**src/rtl/cpu_pkg.sv**
```systemverilog
// cpu_pkg: shared widths, control-vector layout, ALU encodings and forwarding helpers
package cpu_pkg;

    localparam int XLEN   = 32;
    localparam int REG_AW = 5;
    localparam int CTRL_W = 7;

    // Control vector {aluctrl[2:0], alusrc, regwrite, memread, memwrite}
    localparam int CTRL_MEMWRITE = 0;
    localparam int CTRL_MEMREAD  = 1;
    localparam int CTRL_REGWRITE = 2;
    localparam int CTRL_ALUSRC   = 3;
    localparam int CTRL_ALU_LSB  = 4;

    typedef enum logic [2:0] {
        ALU_AND = 3'b000,
        ALU_XOR = 3'b001,
        ALU_SLL = 3'b010,
        ALU_ADD = 3'b011,
        ALU_SUB = 3'b100,
        ALU_MUL = 3'b101,
        ALU_SRA = 3'b110
    } alu_ctrl_e;

    typedef enum logic [1:0] {
        FWD_REG,
        FWD_MEMWB,
        FWD_EXMEM
    } fwd_sel_e;

    typedef struct packed {
        logic              valid;
        logic [CTRL_W-1:0] ctrl;
        logic [XLEN-1:0]   rs1_data;
        logic [XLEN-1:0]   rs2_data;
        logic [XLEN-1:0]   imm;
        logic [REG_AW-1:0] rs1_addr;
        logic [REG_AW-1:0] rs2_addr;
        logic [REG_AW-1:0] rd;
    } id_ex_t;

    // The youngest producer (EX/MEM) wins; x0 is never forwarded.
    function automatic fwd_sel_e fwd_select(
        input logic              exmem_regwrite,
        input logic [REG_AW-1:0] exmem_rd,
        input logic              memwb_regwrite,
        input logic [REG_AW-1:0] memwb_rd,
        input logic [REG_AW-1:0] rs
    );
        return (exmem_regwrite && exmem_rd != '0 && exmem_rd == rs) ? FWD_EXMEM :
               (memwb_regwrite && memwb_rd != '0 && memwb_rd == rs) ? FWD_MEMWB : FWD_REG;
    endfunction

endpackage

```
**src/rtl/id_ex_stage_if.sv**
```systemverilog
// id_ex_stage_if: decode inputs, write-back forwarding info and EX-stage outputs of the ID/EX register
interface id_ex_stage_if;
    import cpu_pkg::*;

    logic              id_valid_i;
    logic [XLEN-1:0]   id_rs1_data_i;
    logic [XLEN-1:0]   id_rs2_data_i;
    logic [XLEN-1:0]   id_imm_i;
    logic [REG_AW-1:0] id_rs1_addr_i;
    logic [REG_AW-1:0] id_rs2_addr_i;
    logic [REG_AW-1:0] id_rd_addr_i;
    logic [CTRL_W-1:0] id_ctrl_i;
    logic              stall_i;
    logic              flush_i;
    logic              exmem_regwrite_i;
    logic [REG_AW-1:0] exmem_rd_i;
    logic [XLEN-1:0]   exmem_result_i;
    logic              memwb_regwrite_i;
    logic [REG_AW-1:0] memwb_rd_i;
    logic [XLEN-1:0]   memwb_result_i;
    logic              hazard_o;
    logic              ex_valid_o;
    logic [XLEN-1:0]   alu_data1_o;
    logic [XLEN-1:0]   alu_data2_o;
    logic [2:0]        alu_ctrl_o;
    logic [XLEN-1:0]   store_data_o;
    logic [REG_AW-1:0] ex_rd_o;
    logic              ex_regwrite_o;
    logic              ex_memread_o;
    logic              ex_memwrite_o;

    modport master (
        output id_valid_i, id_rs1_data_i, id_rs2_data_i, id_imm_i,
               id_rs1_addr_i, id_rs2_addr_i, id_rd_addr_i, id_ctrl_i,
               stall_i, flush_i,
               exmem_regwrite_i, exmem_rd_i, exmem_result_i,
               memwb_regwrite_i, memwb_rd_i, memwb_result_i,
        input  hazard_o, ex_valid_o, alu_data1_o, alu_data2_o, alu_ctrl_o,
               store_data_o, ex_rd_o, ex_regwrite_o, ex_memread_o, ex_memwrite_o
    );

    modport slave (
        input  id_valid_i, id_rs1_data_i, id_rs2_data_i, id_imm_i,
               id_rs1_addr_i, id_rs2_addr_i, id_rd_addr_i, id_ctrl_i,
               stall_i, flush_i,
               exmem_regwrite_i, exmem_rd_i, exmem_result_i,
               memwb_regwrite_i, memwb_rd_i, memwb_result_i,
        output hazard_o, ex_valid_o, alu_data1_o, alu_data2_o, alu_ctrl_o,
               store_data_o, ex_rd_o, ex_regwrite_o, ex_memread_o, ex_memwrite_o
    );

endinterface

```
**src/rtl/id_ex_stage_forward_unit.sv**
```systemverilog
// forward_unit: picks the operand source for the two EX-stage register reads
module forward_unit
    import cpu_pkg::*;
(
    input  logic [REG_AW-1:0] rs1,
    input  logic [REG_AW-1:0] rs2,
    input  logic              exmem_regwrite,
    input  logic [REG_AW-1:0] exmem_rd,
    input  logic              memwb_regwrite,
    input  logic [REG_AW-1:0] memwb_rd,
    output fwd_sel_e          sel1,
    output fwd_sel_e          sel2
);

    // Same producer-priority rule applied independently to each operand
    always_comb begin
        sel1 = fwd_select(exmem_regwrite, exmem_rd, memwb_regwrite, memwb_rd, rs1);
        sel2 = fwd_select(exmem_regwrite, exmem_rd, memwb_regwrite, memwb_rd, rs2);
    end

endmodule

```
**src/rtl/id_ex_stage.sv**
```systemverilog
// id_ex_stage: ID/EX pipeline register with load-use bubble insertion and EX operand forwarding
module id_ex_stage
    import cpu_pkg::*;
(
    input  logic          clk_i,
    input  logic          rst_i,
    id_ex_stage_if.slave  bus
);

    id_ex_t          ex_q;
    fwd_sel_e        sel1;
    fwd_sel_e        sel2;
    logic [XLEN-1:0] fwd_rs1;
    logic [XLEN-1:0] fwd_rs2;
    logic            hazard;

    // A load in EX whose destination is read by the instruction in ID needs one bubble
    always_comb begin
        hazard = bus.id_valid_i && ex_q.valid && ex_q.ctrl[CTRL_MEMREAD] && ex_q.rd != '0 &&
                 (ex_q.rd == bus.id_rs1_addr_i || ex_q.rd == bus.id_rs2_addr_i) &&
                 !bus.flush_i && !bus.stall_i;
    end

    forward_unit u_fwd (
        .rs1            (ex_q.rs1_addr),
        .rs2            (ex_q.rs2_addr),
        .exmem_regwrite (bus.exmem_regwrite_i),
        .exmem_rd       (bus.exmem_rd_i),
        .memwb_regwrite (bus.memwb_regwrite_i),
        .memwb_rd       (bus.memwb_rd_i),
        .sel1           (sel1),
        .sel2           (sel2)
    );

    // Operand muxes driven by the forwarding selects
    always_comb begin
        fwd_rs1 = sel1 == FWD_EXMEM ? bus.exmem_result_i :
                  sel1 == FWD_MEMWB ? bus.memwb_result_i : ex_q.rs1_data;
        fwd_rs2 = sel2 == FWD_EXMEM ? bus.exmem_result_i :
                  sel2 == FWD_MEMWB ? bus.memwb_result_i : ex_q.rs2_data;
    end

    // Pipeline register: flush and load-use bubble clear, stall holds, otherwise capture
    always_ff @(posedge clk_i or negedge rst_i) begin
        if (!rst_i) begin
            ex_q <= '0;
        end else if (bus.flush_i || hazard) begin
            ex_q <= '0;
        end else if (!bus.stall_i) begin
            ex_q <= '{
                valid:    bus.id_valid_i,
                ctrl:     bus.id_valid_i ? bus.id_ctrl_i : '0,
                rs1_data: bus.id_rs1_data_i,
                rs2_data: bus.id_rs2_data_i,
                imm:      bus.id_imm_i,
                rs1_addr: bus.id_rs1_addr_i,
                rs2_addr: bus.id_rs2_addr_i,
                rd:       bus.id_rd_addr_i
            };
        end
    end

    assign bus.hazard_o      = hazard;
    assign bus.ex_valid_o    = ex_q.valid;
    assign bus.alu_data1_o   = fwd_rs1;
    assign bus.alu_data2_o   = ex_q.ctrl[CTRL_ALUSRC] ? ex_q.imm : fwd_rs2;
    assign bus.alu_ctrl_o    = ex_q.ctrl[CTRL_ALU_LSB +: 3];
    assign bus.store_data_o  = fwd_rs2;
    assign bus.ex_rd_o       = ex_q.rd;
    assign bus.ex_regwrite_o = ex_q.ctrl[CTRL_REGWRITE];
    assign bus.ex_memread_o  = ex_q.ctrl[CTRL_MEMREAD];
    assign bus.ex_memwrite_o = ex_q.ctrl[CTRL_MEMWRITE];

endmodule

```
**src/flat_wrapper.sv**
```systemverilog
// flat-port wrapper written by rule: the top's interface ports become plain ports
module id_ex_stage_flat import cpu_pkg::*;
  (clk_i, rst_i, bus_id_valid_i, bus_id_rs1_data_i, bus_id_rs2_data_i, bus_id_imm_i, bus_id_rs1_addr_i, bus_id_rs2_addr_i, bus_id_rd_addr_i, bus_id_ctrl_i, bus_stall_i, bus_flush_i, bus_exmem_regwrite_i, bus_exmem_rd_i, bus_exmem_result_i, bus_memwb_regwrite_i, bus_memwb_rd_i, bus_memwb_result_i, bus_hazard_o, bus_ex_valid_o, bus_alu_data1_o, bus_alu_data2_o, bus_alu_ctrl_o, bus_store_data_o, bus_ex_rd_o, bus_ex_regwrite_o, bus_ex_memread_o, bus_ex_memwrite_o);
  id_ex_stage_if bus_i ();
  input  logic clk_i;
  input  logic rst_i;
  input wire logic [$bits(bus_i.id_valid_i)-1:0] bus_id_valid_i;
  input wire logic [$bits(bus_i.id_rs1_data_i)-1:0] bus_id_rs1_data_i;
  input wire logic [$bits(bus_i.id_rs2_data_i)-1:0] bus_id_rs2_data_i;
  input wire logic [$bits(bus_i.id_imm_i)-1:0] bus_id_imm_i;
  input wire logic [$bits(bus_i.id_rs1_addr_i)-1:0] bus_id_rs1_addr_i;
  input wire logic [$bits(bus_i.id_rs2_addr_i)-1:0] bus_id_rs2_addr_i;
  input wire logic [$bits(bus_i.id_rd_addr_i)-1:0] bus_id_rd_addr_i;
  input wire logic [$bits(bus_i.id_ctrl_i)-1:0] bus_id_ctrl_i;
  input wire logic [$bits(bus_i.stall_i)-1:0] bus_stall_i;
  input wire logic [$bits(bus_i.flush_i)-1:0] bus_flush_i;
  input wire logic [$bits(bus_i.exmem_regwrite_i)-1:0] bus_exmem_regwrite_i;
  input wire logic [$bits(bus_i.exmem_rd_i)-1:0] bus_exmem_rd_i;
  input wire logic [$bits(bus_i.exmem_result_i)-1:0] bus_exmem_result_i;
  input wire logic [$bits(bus_i.memwb_regwrite_i)-1:0] bus_memwb_regwrite_i;
  input wire logic [$bits(bus_i.memwb_rd_i)-1:0] bus_memwb_rd_i;
  input wire logic [$bits(bus_i.memwb_result_i)-1:0] bus_memwb_result_i;
  output wire logic [$bits(bus_i.hazard_o)-1:0] bus_hazard_o;
  output wire logic [$bits(bus_i.ex_valid_o)-1:0] bus_ex_valid_o;
  output wire logic [$bits(bus_i.alu_data1_o)-1:0] bus_alu_data1_o;
  output wire logic [$bits(bus_i.alu_data2_o)-1:0] bus_alu_data2_o;
  output wire logic [$bits(bus_i.alu_ctrl_o)-1:0] bus_alu_ctrl_o;
  output wire logic [$bits(bus_i.store_data_o)-1:0] bus_store_data_o;
  output wire logic [$bits(bus_i.ex_rd_o)-1:0] bus_ex_rd_o;
  output wire logic [$bits(bus_i.ex_regwrite_o)-1:0] bus_ex_regwrite_o;
  output wire logic [$bits(bus_i.ex_memread_o)-1:0] bus_ex_memread_o;
  output wire logic [$bits(bus_i.ex_memwrite_o)-1:0] bus_ex_memwrite_o;
  assign bus_i.id_valid_i = bus_id_valid_i;
  assign bus_i.id_rs1_data_i = bus_id_rs1_data_i;
  assign bus_i.id_rs2_data_i = bus_id_rs2_data_i;
  assign bus_i.id_imm_i = bus_id_imm_i;
  assign bus_i.id_rs1_addr_i = bus_id_rs1_addr_i;
  assign bus_i.id_rs2_addr_i = bus_id_rs2_addr_i;
  assign bus_i.id_rd_addr_i = bus_id_rd_addr_i;
  assign bus_i.id_ctrl_i = bus_id_ctrl_i;
  assign bus_i.stall_i = bus_stall_i;
  assign bus_i.flush_i = bus_flush_i;
  assign bus_i.exmem_regwrite_i = bus_exmem_regwrite_i;
  assign bus_i.exmem_rd_i = bus_exmem_rd_i;
  assign bus_i.exmem_result_i = bus_exmem_result_i;
  assign bus_i.memwb_regwrite_i = bus_memwb_regwrite_i;
  assign bus_i.memwb_rd_i = bus_memwb_rd_i;
  assign bus_i.memwb_result_i = bus_memwb_result_i;
  assign bus_hazard_o = bus_i.hazard_o;
  assign bus_ex_valid_o = bus_i.ex_valid_o;
  assign bus_alu_data1_o = bus_i.alu_data1_o;
  assign bus_alu_data2_o = bus_i.alu_data2_o;
  assign bus_alu_ctrl_o = bus_i.alu_ctrl_o;
  assign bus_store_data_o = bus_i.store_data_o;
  assign bus_ex_rd_o = bus_i.ex_rd_o;
  assign bus_ex_regwrite_o = bus_i.ex_regwrite_o;
  assign bus_ex_memread_o = bus_i.ex_memread_o;
  assign bus_ex_memwrite_o = bus_i.ex_memwrite_o;
  id_ex_stage u_core (.clk_i(clk_i), .rst_i(rst_i), .bus(bus_i));
endmodule
```
**config.mk**
```make
export PLATFORM = sky130hd
export DESIGN_NAME = id_ex_stage_flat
export DESIGN_NICKNAME = d
export VERILOG_FILES = /design/src/rtl/cpu_pkg.sv /design/src/rtl/id_ex_stage_if.sv /design/src/rtl/id_ex_stage_forward_unit.sv /design/src/rtl/id_ex_stage.sv /design/src/flat_wrapper.sv
export SDC_FILE = /design/constraint.sdc
export NUM_CORES = 1
export LEC_CHECK = 0
export CAP_MARGIN = 5
export CORE_ASPECT_RATIO = 1.25
export CORE_UTILIZATION = 52
export CTS_BUF_LIST = sky130_fd_sc_hd__clkbuf_8 sky130_fd_sc_hd__clkbuf_16
export CTS_CLUSTER_DIAMETER = 100
export DETAILED_ROUTE_END_ITERATION = 6
export DONT_BUFFER_PORTS = 1
export PLACE_DENSITY = 0.72
export SETUP_SLACK_MARGIN = 0.1
export SKIP_LAST_GASP = 1
export SLEW_MARGIN = 30
export SYNTH_ARGS = -nofsm -noshare
export SYNTH_HDL_FRONTEND = slang
export SYNTH_SLANG_ARGS = --single-unit
```
**constraint.sdc**
```tcl
create_clock -name clk_i -period 1.86 [get_ports clk_i]
set_input_delay 0.186 -clock clk_i [delete_from_list [all_inputs] [get_ports clk_i]]
set_output_delay 0.186 -clock clk_i [all_outputs]
set_load 0.02 [all_outputs]
```
==> results.md, run 1 <==
* DP Wirelength at 15230 um
* Initial core utilization at 53.34%
* Avg Cell Area, Syn at 9.573 um^2
* Syn_nets at 972
* Worst slack, placed at -0.1676 ns
* Top Ports at 308
* FF+latch count, synth at 119
* CTS buffer count at 17
* Dominant cells by area after synthesis: dfrtp_1 40%, mux2i_1 24%, nor2_1 7.9%
* Outcome: aborted with a tool error
* Share of the synthesized area in the top cell type at 40.24%
* Post-synthesis sequential area ratio at 40.24%
* Die Y at 135.4 um
* Placer Congestion at 0.9134
* Fraction of registers with async set/reset at 100.0%
* Commonest cells in the netlist: 175 x mux2i_1, 156 x nor2_1, 119 x dfrtp_1
* Post-synth cell types at 31
* Area leader, netlist: dfrtp_1
* Clock sink total at 119
* Post-CTS Hold Fix Bufs at 210
* Post CTS Setup Buffer Count at 22
* Most numerous cell in the Yosys netlist: mux2i_1
* Die Span X at 108.7 um
* Cells after Synth at 773
* YS warnings at 0
* Root Buffer: clkbuf_16
* Post-CTS sizing at 162
* Post-synth EDFFs at 0
* H-tree depth at 4
* Synthesized cell area at 0.007400 mm^2
* Cell Rows at 48
* Last stage: 4_1_cts
* Number of I/O port buffers at 0
* Most used DFF post-synth: dfrtp_1
* Stop err: [ERROR RSZ-0060] Max buffer count reached.
* Longest Clk Path Bufs at 2
## per-stage QoR
stage                     TNS [ns]  area, um^2  cells
after detailed placement    -10.42        8600    974
after global placement      -6.597        8600    974
after floorplan             -1.924        7868    773
## cell families after synthesis
logic type	synth area share (%)
mux	23.67
xor+xnor	3.551
flops	40.24
buf+inv	7.203
compound gates	11.97
simple gates	13.36
==> inputs of run 2 (changes only) <==
--- a/config.mk
+++ b/config.mk
@@ -6,14 +6,10 @@
 export NUM_CORES = 1
 export LEC_CHECK = 0
 export CAP_MARGIN = 5
-export CORE_ASPECT_RATIO = 1.25
-export CORE_UTILIZATION = 52
-export CTS_BUF_LIST = sky130_fd_sc_hd__clkbuf_8 sky130_fd_sc_hd__clkbuf_16
-export CTS_CLUSTER_DIAMETER = 100
+export CORE_UTILIZATION = 37
 export DETAILED_ROUTE_END_ITERATION = 6
 export DONT_BUFFER_PORTS = 1
-export PLACE_DENSITY = 0.72
-export SETUP_SLACK_MARGIN = 0.1
+export PLACE_DENSITY_LB_ADDON = 0.15
 export SKIP_LAST_GASP = 1
 export SLEW_MARGIN = 30
 export SYNTH_ARGS = -nofsm -noshare
==> constraint.sdc (replaced) <==
create_clock -name clk_i -period 2.4 [get_ports clk_i]
set_input_delay 0.24 -clock clk_i [delete_from_list [all_inputs] [get_ports clk_i]]
set_output_delay 0.24 -clock clk_i [all_outputs]
set_load 0.02 [all_outputs]
==> run 2 against run 1 <==
Synthesized cell count unchanged. Area after synthesis is the same. The flow now finishes, with violations (hold timing, setup timing).
==> results.md, run 2 <==
* Dominant cells by area after synthesis: dfrtp_1 40%, mux2i_1 24%, nor2_1 7.9% (unchanged)
* Setup ws final at -0.1192 ns
* Post-route design area at 0.01102 mm^2
* Iteration-0 DRC Markers at 277
* Final net count at 1183
* Number of I/O port buffers at 0 (unchanged)
* Die Span X at 143.4 um (was 108.7 um)
* Failing checks: hold timing, setup timing
* Initial antenna violation count at 0
* Post-synth cell types at 31 (unchanged)
* DRT antenna net count at 0
* Avg Cell Area, Syn at 9.573 um^2 (unchanged)
* Area grow syn2layout at 48.99%
* Post-synth EDFFs at 0 (unchanged)
* Clock sink total at 119 (unchanged)
* Most frequent cells in the layout: 156 x nor2_1, 151 x mux2i_1, 121 x dlygate4sd3_1
* CP Launch Type: flip-flop
* H-tree depth at 4 (unchanged)
* Pre-antenna DRT Iters at 4
* Worst hold margin at -0.4790 ns
* Skew-Pair Late Insertion Delay at 0.41 ns
* RSZ-0062 raised after global routing: true
* Biggest register: u_core.ex_q
* Die Y at 143.4 um (was 135.4 um)
* Setup violations, final at 69
* Leading cell type in the layout, fill and taps excluded: nor2_1
* Tightest Pin Transition at 0.5120 ns
* FMAX at 396.9 MHz
* Biggest fanout along the worst timing path at 6
* Flop2flop setup slack at 0.28 ns
* Top Ports at 308 (unchanged)
* Hold Vio Cnt, Final at 119
* P per Cell Area at 587.2 mW/mm^2
* Placer Congestion at 0.8548 (was 0.9134)
* Largest register FFs at 107
* Maximum Capacitance Violations at 0
* Largest net degree at the start of global routing at 120
* Cell Rows at 51 (was 48)
* Leakage at 5.112 nW
* Drt total wl at 25600 um
* Peak supply drop at 0.4606 mV
* DRC errors left at 0
* Vias in the first global route at 6722
* Synthesized cell area at 0.007400 mm^2 (unchanged)
* Area leader, netlist: dfrtp_1 (unchanged)
* Core Footprint at 0.01953 mm^2
* Adder-cell share of the synthesized area at 0% (unchanged)
* Layout cells sized above 1 at 26.48%
* Share of the synthesized area in the top cell type at 40.24% (unchanged)
* Clock-pin slew on the worst setup and hold paths at 0.06 ns
* GR Overflow Total at 0
* CP Data Arrival Time at 2.28 ns
* Min Tclk post-route at 2.519 ns
* Post-synthesis sequential area ratio at 40.24% (unchanged)
* Period utilization at 105.0%
* Cells after Synth at 773 (unchanged)
* Fraction of registers with async set/reset at 100.0% (unchanged)
* Xor and xnor area share after synthesis at 3.551% (unchanged)
* M1 wire length at 10290 um
* WS Path Type: reg2out
* Multi-input gate area at 0.004229 mm^2
* Most used DFF post-synth: dfrtp_1 (unchanged)
* CTS tree: done
* Final setup skew at 0.01025 ns
* Routed WL per cell at 20.28 um
* TNS Setup at -3.145 ns
* DP Wirelength at 15800 um (was 15230 um)
* Most numerous cell in the Yosys netlist: mux2i_1 (unchanged)
* CTS buffer count at 17 (unchanged)
* Syn_nets at 972 (unchanged)
* Antenna diode instance count at 0
* Root Buffer: clkbuf_16 (unchanged)
* Max Used Layer: met4
* Final Core Density at 56.46%
* YS warnings at 0 (unchanged)
* Simple-Gate Fraction of Synth Area at 13.36% (unchanged)
* Fin. max-slew vios at 0
* Initial core utilization at 37.90% (was 53.34%)
* Die ar. at 0.02057 mm^2
* Commonest cells in the netlist: 175 x mux2i_1, 156 x nor2_1, 119 x dfrtp_1 (unchanged)
* Largest family of logic cells by synthesized area: multiplexers (unchanged)
* Worst slack, placed at 0.05944 ns (was -0.1676 ns)
* Vias per cell at 5.319
* Multiplexer share of the synthesized area at 23.67% (unchanged)
* Dpl cell area at 0.008332 mm^2 (was 0.008600 mm^2)
* Register area at 0.002985 mm^2
* FF+latch count, synth at 119 (unchanged)
* DR WL met2 at 12650 um
* Longest Clk Path Bufs at 2 (unchanged)
* Hold Path Class: in2async
* FILL cells at 1710
* Relative slew margins at 65.87%
* Outcome: finished with violations (was aborted with a tool error)
* Met3 WL post-DR at 1875 um
* Vias at 6712
* Worst path required time at 2.16 ns
* Crit. End Element: primary output
* Global-route usage over all layers at 22.77%
* Complex-gate fraction of the synthesized area at 11.97% (unchanged)
* First-pass GRT wire length at 35850 um
run 2: cell counts after synthesis:
Identical to the previous run, type by type.
run 2: critical path, stage by stage, from the launching register on:
cell	delay [ns]
dfrtp_1	0.42
buf_6	0.13
buf_6	0.11
xor2_2	0.13
nor3_2	0.12
and4_4	0.33
buf_12	0.17
clkbuf_16	0.17
nand2_1	0.05
o21ai_1	0.07
buf_4	0.16
run 2: kinds of logic (layout without fill, tap and decap cells):
group	Yosys count	count (layout)
buf+inv	103	327
flops	119	119
xor+xnor	30	30
compound gates	109	109
simple gates	237	237
mux	175	175
run 2: worst paths after layout:
check,from,cells after the start,endpoint
min in group clk_i,bus_id_rd_addr_i[2],2,u_core.bus.ex_rd_o[2]
hold / removal,rst_i,0,u_core.ex_q[104]
setup reg to reg,u_core.bus.ex_rd_o[1],6,u_core.ex_q[27]
max in group asynchronous,rst_i,0,u_core.ex_q[114]
hold reg to reg,u_core.ex_q[32],2,u_core.ex_q[32]
setup / recovery,u_core.ex_q[13],10,bus_alu_data1_o[9]
run 2: power by group:
group | total (mW) | leakage, nW | internal (mW) | switching, mW
registers | 2.22 | 1.58 | 2.12 | 0.0987
logic | 1.28 | 3.20 | 0.653 | 0.623
clock network | 2.98 | 0.333 | 2.03 | 0.945
run 2: per-stage QoR:
stage / total power, mW / instances
5_1_grt: 6.722 / 1262
6_report: 6.474 / 1262
3_5_place_dp: 3.242 / 1081
4_1_cts: 6.462 / 1245
2_1_floorplan: 2.951 / 773
3_3_place_gp: 3.229 / 1081
run 2: routing by layer:
metal  track usage (%)  vias up
met5                 0        -
met4             10.19        0
met3             6.231       50
met2             39.32      285
met1             26.24     3277
li1                  -     3100
run 2: layout make-up:
| cell class | instances | area share (%) |
|---|---|---|
| multi-input cells | 551 | 38.36 |
| flip-flops and latches | 119 | 27.08 |
| repair buffers | 262 | 24.17 |
| clock buffers | 21 | 4.267 |
| well taps | 265 | 3.008 |
| clock inverters | 11 | 1.986 |
| inverters | 33 | 1.124 |
run 2: repair_timing:
action | CTS | global route
endpoints found under the hold margin | 233 | 121
setup endpoints to repair | 95 | 96
buffers inserted | 10 | 10
gates cloned | 2 | 9
hold buffers | 120 | 1
pin swaps | 8 | 14
gates resized for setup | 30 | 72
(Power assumes the default switching activity.)
==> inputs of run 3 (changes only) <==
--- a/config.mk
+++ b/config.mk
@@ -10,6 +10,7 @@
 export DETAILED_ROUTE_END_ITERATION = 6
 export DONT_BUFFER_PORTS = 1
 export PLACE_DENSITY_LB_ADDON = 0.15
+export SKIP_CTS_REPAIR_TIMING = 1
 export SKIP_LAST_GASP = 1
 export SLEW_MARGIN = 30
 export SYNTH_ARGS = -nofsm -noshare
==> run 3 against run 2 <==
The flow still finishes with violations (hold timing, setup timing). Hold slack got worse by 0.00059 ns. Sequential share of layout area increased by 2.6 points. Die area unchanged. Design area decreased by 8.6%. Global-route usage decreased by 1.2 points.
==> results.md, run 3 (synthesized netlist as in run 2, its figures left out) <==
* Failing checks: hold timing, setup timing (unchanged)
* Crit. End Element: primary output (unchanged)
* FMAX at 399.4 MHz (was 396.9 MHz)
* Largest net degree at the start of global routing at 122 (was 120)
* Core Footprint at 0.01953 mm^2 (unchanged)
* Vias at 6343 (was 6712)
* Largest register FFs at 107 (unchanged)
* Relative slew margins at 66.50% (was 65.87%)
* Root Buffer: clkbuf_16 (unchanged)
* Hold Path Class: in2async (unchanged)
* Routed WL per cell at 19.77 um (was 20.28 um)
* Top Ports at 308 (unchanged)
* Outcome: finished with violations (unchanged)
* H-tree depth at 4 (unchanged)
* Period utilization at 104.3% (was 105.0%)
* Critical path's largest stage delay at 0.42 ns (about the same)
* Antenna diode instance count at 0 (unchanged)
* Leakage at 4.707 nW (was 5.112 nW)
* Setup ws final at -0.1036 ns (was -0.1192 ns)
* Comb pwr share at 18.0% (was 19.7%)
* Longest Clk Path Bufs at 2 (unchanged)
* P per Cell Area at 629.5 mW/mm^2 (was 587.2 mW/mm^2)
* Maximum Capacitance Violations at 0 (unchanged)
* Non-filler cells, final at 1197 (was 1262)
* Final setup skew at 0.01030 ns (was 0.01025 ns)
* Biggest register: u_core.ex_q (unchanged)
* Cells along the critical path: xor2_1 -> nor3_2 -> nand4_4 -> buf_12 -> mux2i_4 -> a221oi_2 -> buf_4 (was buf_6 -> buf_6 -> xor2_2 -> nor3_2 -> and4_4 -> buf_12 -> clkbuf_16 -> nand2_1 -> o21ai_1 -> buf_4)
* Peak supply drop at 0.4580 mV (was 0.4606 mV)
* Cell Rows at 51 (unchanged)
* Initial core utilization at 37.90% (unchanged)
* Vias in the first global route at 5927 (was 6722)
* Pre-antenna DRT Iters at 4 (unchanged)
* Skew-Pair Late Insertion Delay at 0.41 ns (about the same)
* CTS buffer count at 17 (unchanged)
* CP Data Arrival Time at 2.26 ns (was 2.28 ns)
* Placer Congestion at 0.8548 (unchanged)
* Clock sink total at 119 (unchanged)
* FILL cells at 1835 (was 1710)
* Worst slack, placed at 0.05944 ns (unchanged)
* Tightest Pin Transition at 0.5025 ns (was 0.5120 ns)
* Sw power at 1.629 mW (was 1.667 mW)
* CTS tree: done (unchanged)
* DRT antenna net count at 0 (unchanged)
* Area grow syn2layout at 36.20% (was 48.99%)
* Vias per cell at 5.299 (was 5.319)
* CP Launch Type: flip-flop (unchanged)
* Layout cells sized above 1 at 25.43% (was 26.48%)
* Post-route design area at 0.01008 mm^2 (was 0.01102 mm^2)
* Clock network fraction of total power at 47.0% (was 46.0%)
* Reg-to-Reg End: u_core.ex_q[27] (unchanged)
* Leading cell type in the layout, fill and taps excluded: nor2_1 (unchanged)
* Hold Vio Cnt, Final at 143 (was 119)
* GR Overflow Total at 0 (unchanged)
* P_int at 4.715 mW (was 4.807 mW)
* DP Wirelength at 15800 um (unchanged)
* Flop2flop setup slack at 0.32 ns (was 0.28 ns)
* Pwr Total at 6.344 mW (was 6.474 mW)
* Global-route usage over all layers at 21.54% (was 22.77%)
* Sequential Power Share at 34.9% (was 34.3%)
* Final Core Density at 51.61% (was 56.46%)
* Die ar. at 0.02057 mm^2 (unchanged)
* Die Y at 143.4 um (unchanged)
* Biggest fanout along the worst timing path at 16 (was 6)
* Dpl cell area at 0.008332 mm^2 (unchanged)
* Worst hold margin at -0.4796 ns (was -0.4790 ns)
* Switching Fraction at 25.68% (was 25.75%)
* Critical-path top delay cell: dfrtp_1 (unchanged)
* Iteration-0 DRC Markers at 190 (was 277)
* Die Span X at 143.4 um (unchanged)
* Most frequent cells in the layout: 156 x nor2_1, 155 x mux2i_1, 114 x dfrtp_1 (was 156 x nor2_1, 151 x mux2i_1, 121 x dlygate4sd3_1)
* TNS Setup at -3.452 ns (was -3.145 ns)
* First-pass GRT wire length at 33450 um (was 35850 um)
* DRC errors left at 0 (unchanged)
* Worst r2r src: u_core.bus.ex_rd_o[0] (was u_core.bus.ex_rd_o[1])
* WS Path Type: reg2out (unchanged)
* RSZ-0062 raised after global routing: true (unchanged)
* Min Tclk post-route at 2.504 ns (was 2.519 ns)
* Setup violations, final at 71 (was 69)
* Worst path required time at 2.16 ns (about the same)
* Number of I/O port buffers at 0 (unchanged)
* Drt total wl at 23670 um (was 25600 um)
* Placed Cells at 1081 (unchanged)
* Clock-pin slew on the worst setup and hold paths at 0.06 ns (about the same)
* Initial antenna violation count at 0 (unchanged)
* Final net count at 1118 (was 1183)
* R2r worst-path depth at 6 (unchanged)
* Fin. max-slew vios at 0 (unchanged)
## run 3: worst max path at each step
stage | from | endpoint | slack (ns) | cells after the start
after global placement | bus_memwb_rd_i[1] | bus_alu_data1_o[26] | 0.14 | 7
after CTS | u_core.ex_q[13] | bus_alu_data1_o[18] | -0.41 | 7
after global routing | u_core.ex_q[9] | bus_alu_data2_o[17] | -0.24 | 7
after detailed placement | u_core.ex_q[13] | bus_alu_data1_o[18] | 0.06 | 7
after floorplan | bus_exmem_rd_i[0] | bus_alu_data2_o[31] | 0.31 | 6
final | u_core.ex_q[9] | bus_alu_data2_o[20] | -0.10 | 7
## run 3: worst max-delay path: cells and delay by family (launching register included)
kind            cells  cell delay (ns)
flops               1             0.42
simple gates        2             0.41
buf+inv             2             0.39
compound gates      1             0.23
mux                 1             0.21
xor+xnor            1             0.17
## run 3: metal layers
| metal | global-route usage [%] | vias up | share of wire [%] |
|---|---|---|---|
| met3 | 7.697 | 38 | 7.6 |
| li1 | - | 2977 | - |
| met2 | 35.56 | 240 | 49 |
| met4 | 9.351 | 0 | 2.6 |
| met5 | 0 | - | 0 |
| met1 | 25.14 | 3088 | 41 |
## run 3: final cells by class
type	instances	area [um^2]	area share, %
Multi-Input combinational cell	552	4101	40.70
Sequential cell	119	2987	29.63
Clock inverter	11	219.0	2.173
Tap cell	265	331.6	3.290
Timing Repair Buffer	196	1846	18.31
Inverter	33	123.9	1.229
Clock buffer	21	470.5	4.668
## run 3: power by group through the flow
stage	logic (mW)	clock network (mW)	registers (mW)
2_1_floorplan	0.743	0	2.21
4_1_cts	1.00	3.05	2.21
3_5_place_dp	0.998	0	2.24
3_3_place_gp	0.988	0	2.24
6_report	1.14	2.98	2.22
5_1_grt	1.22	3.14	2.23
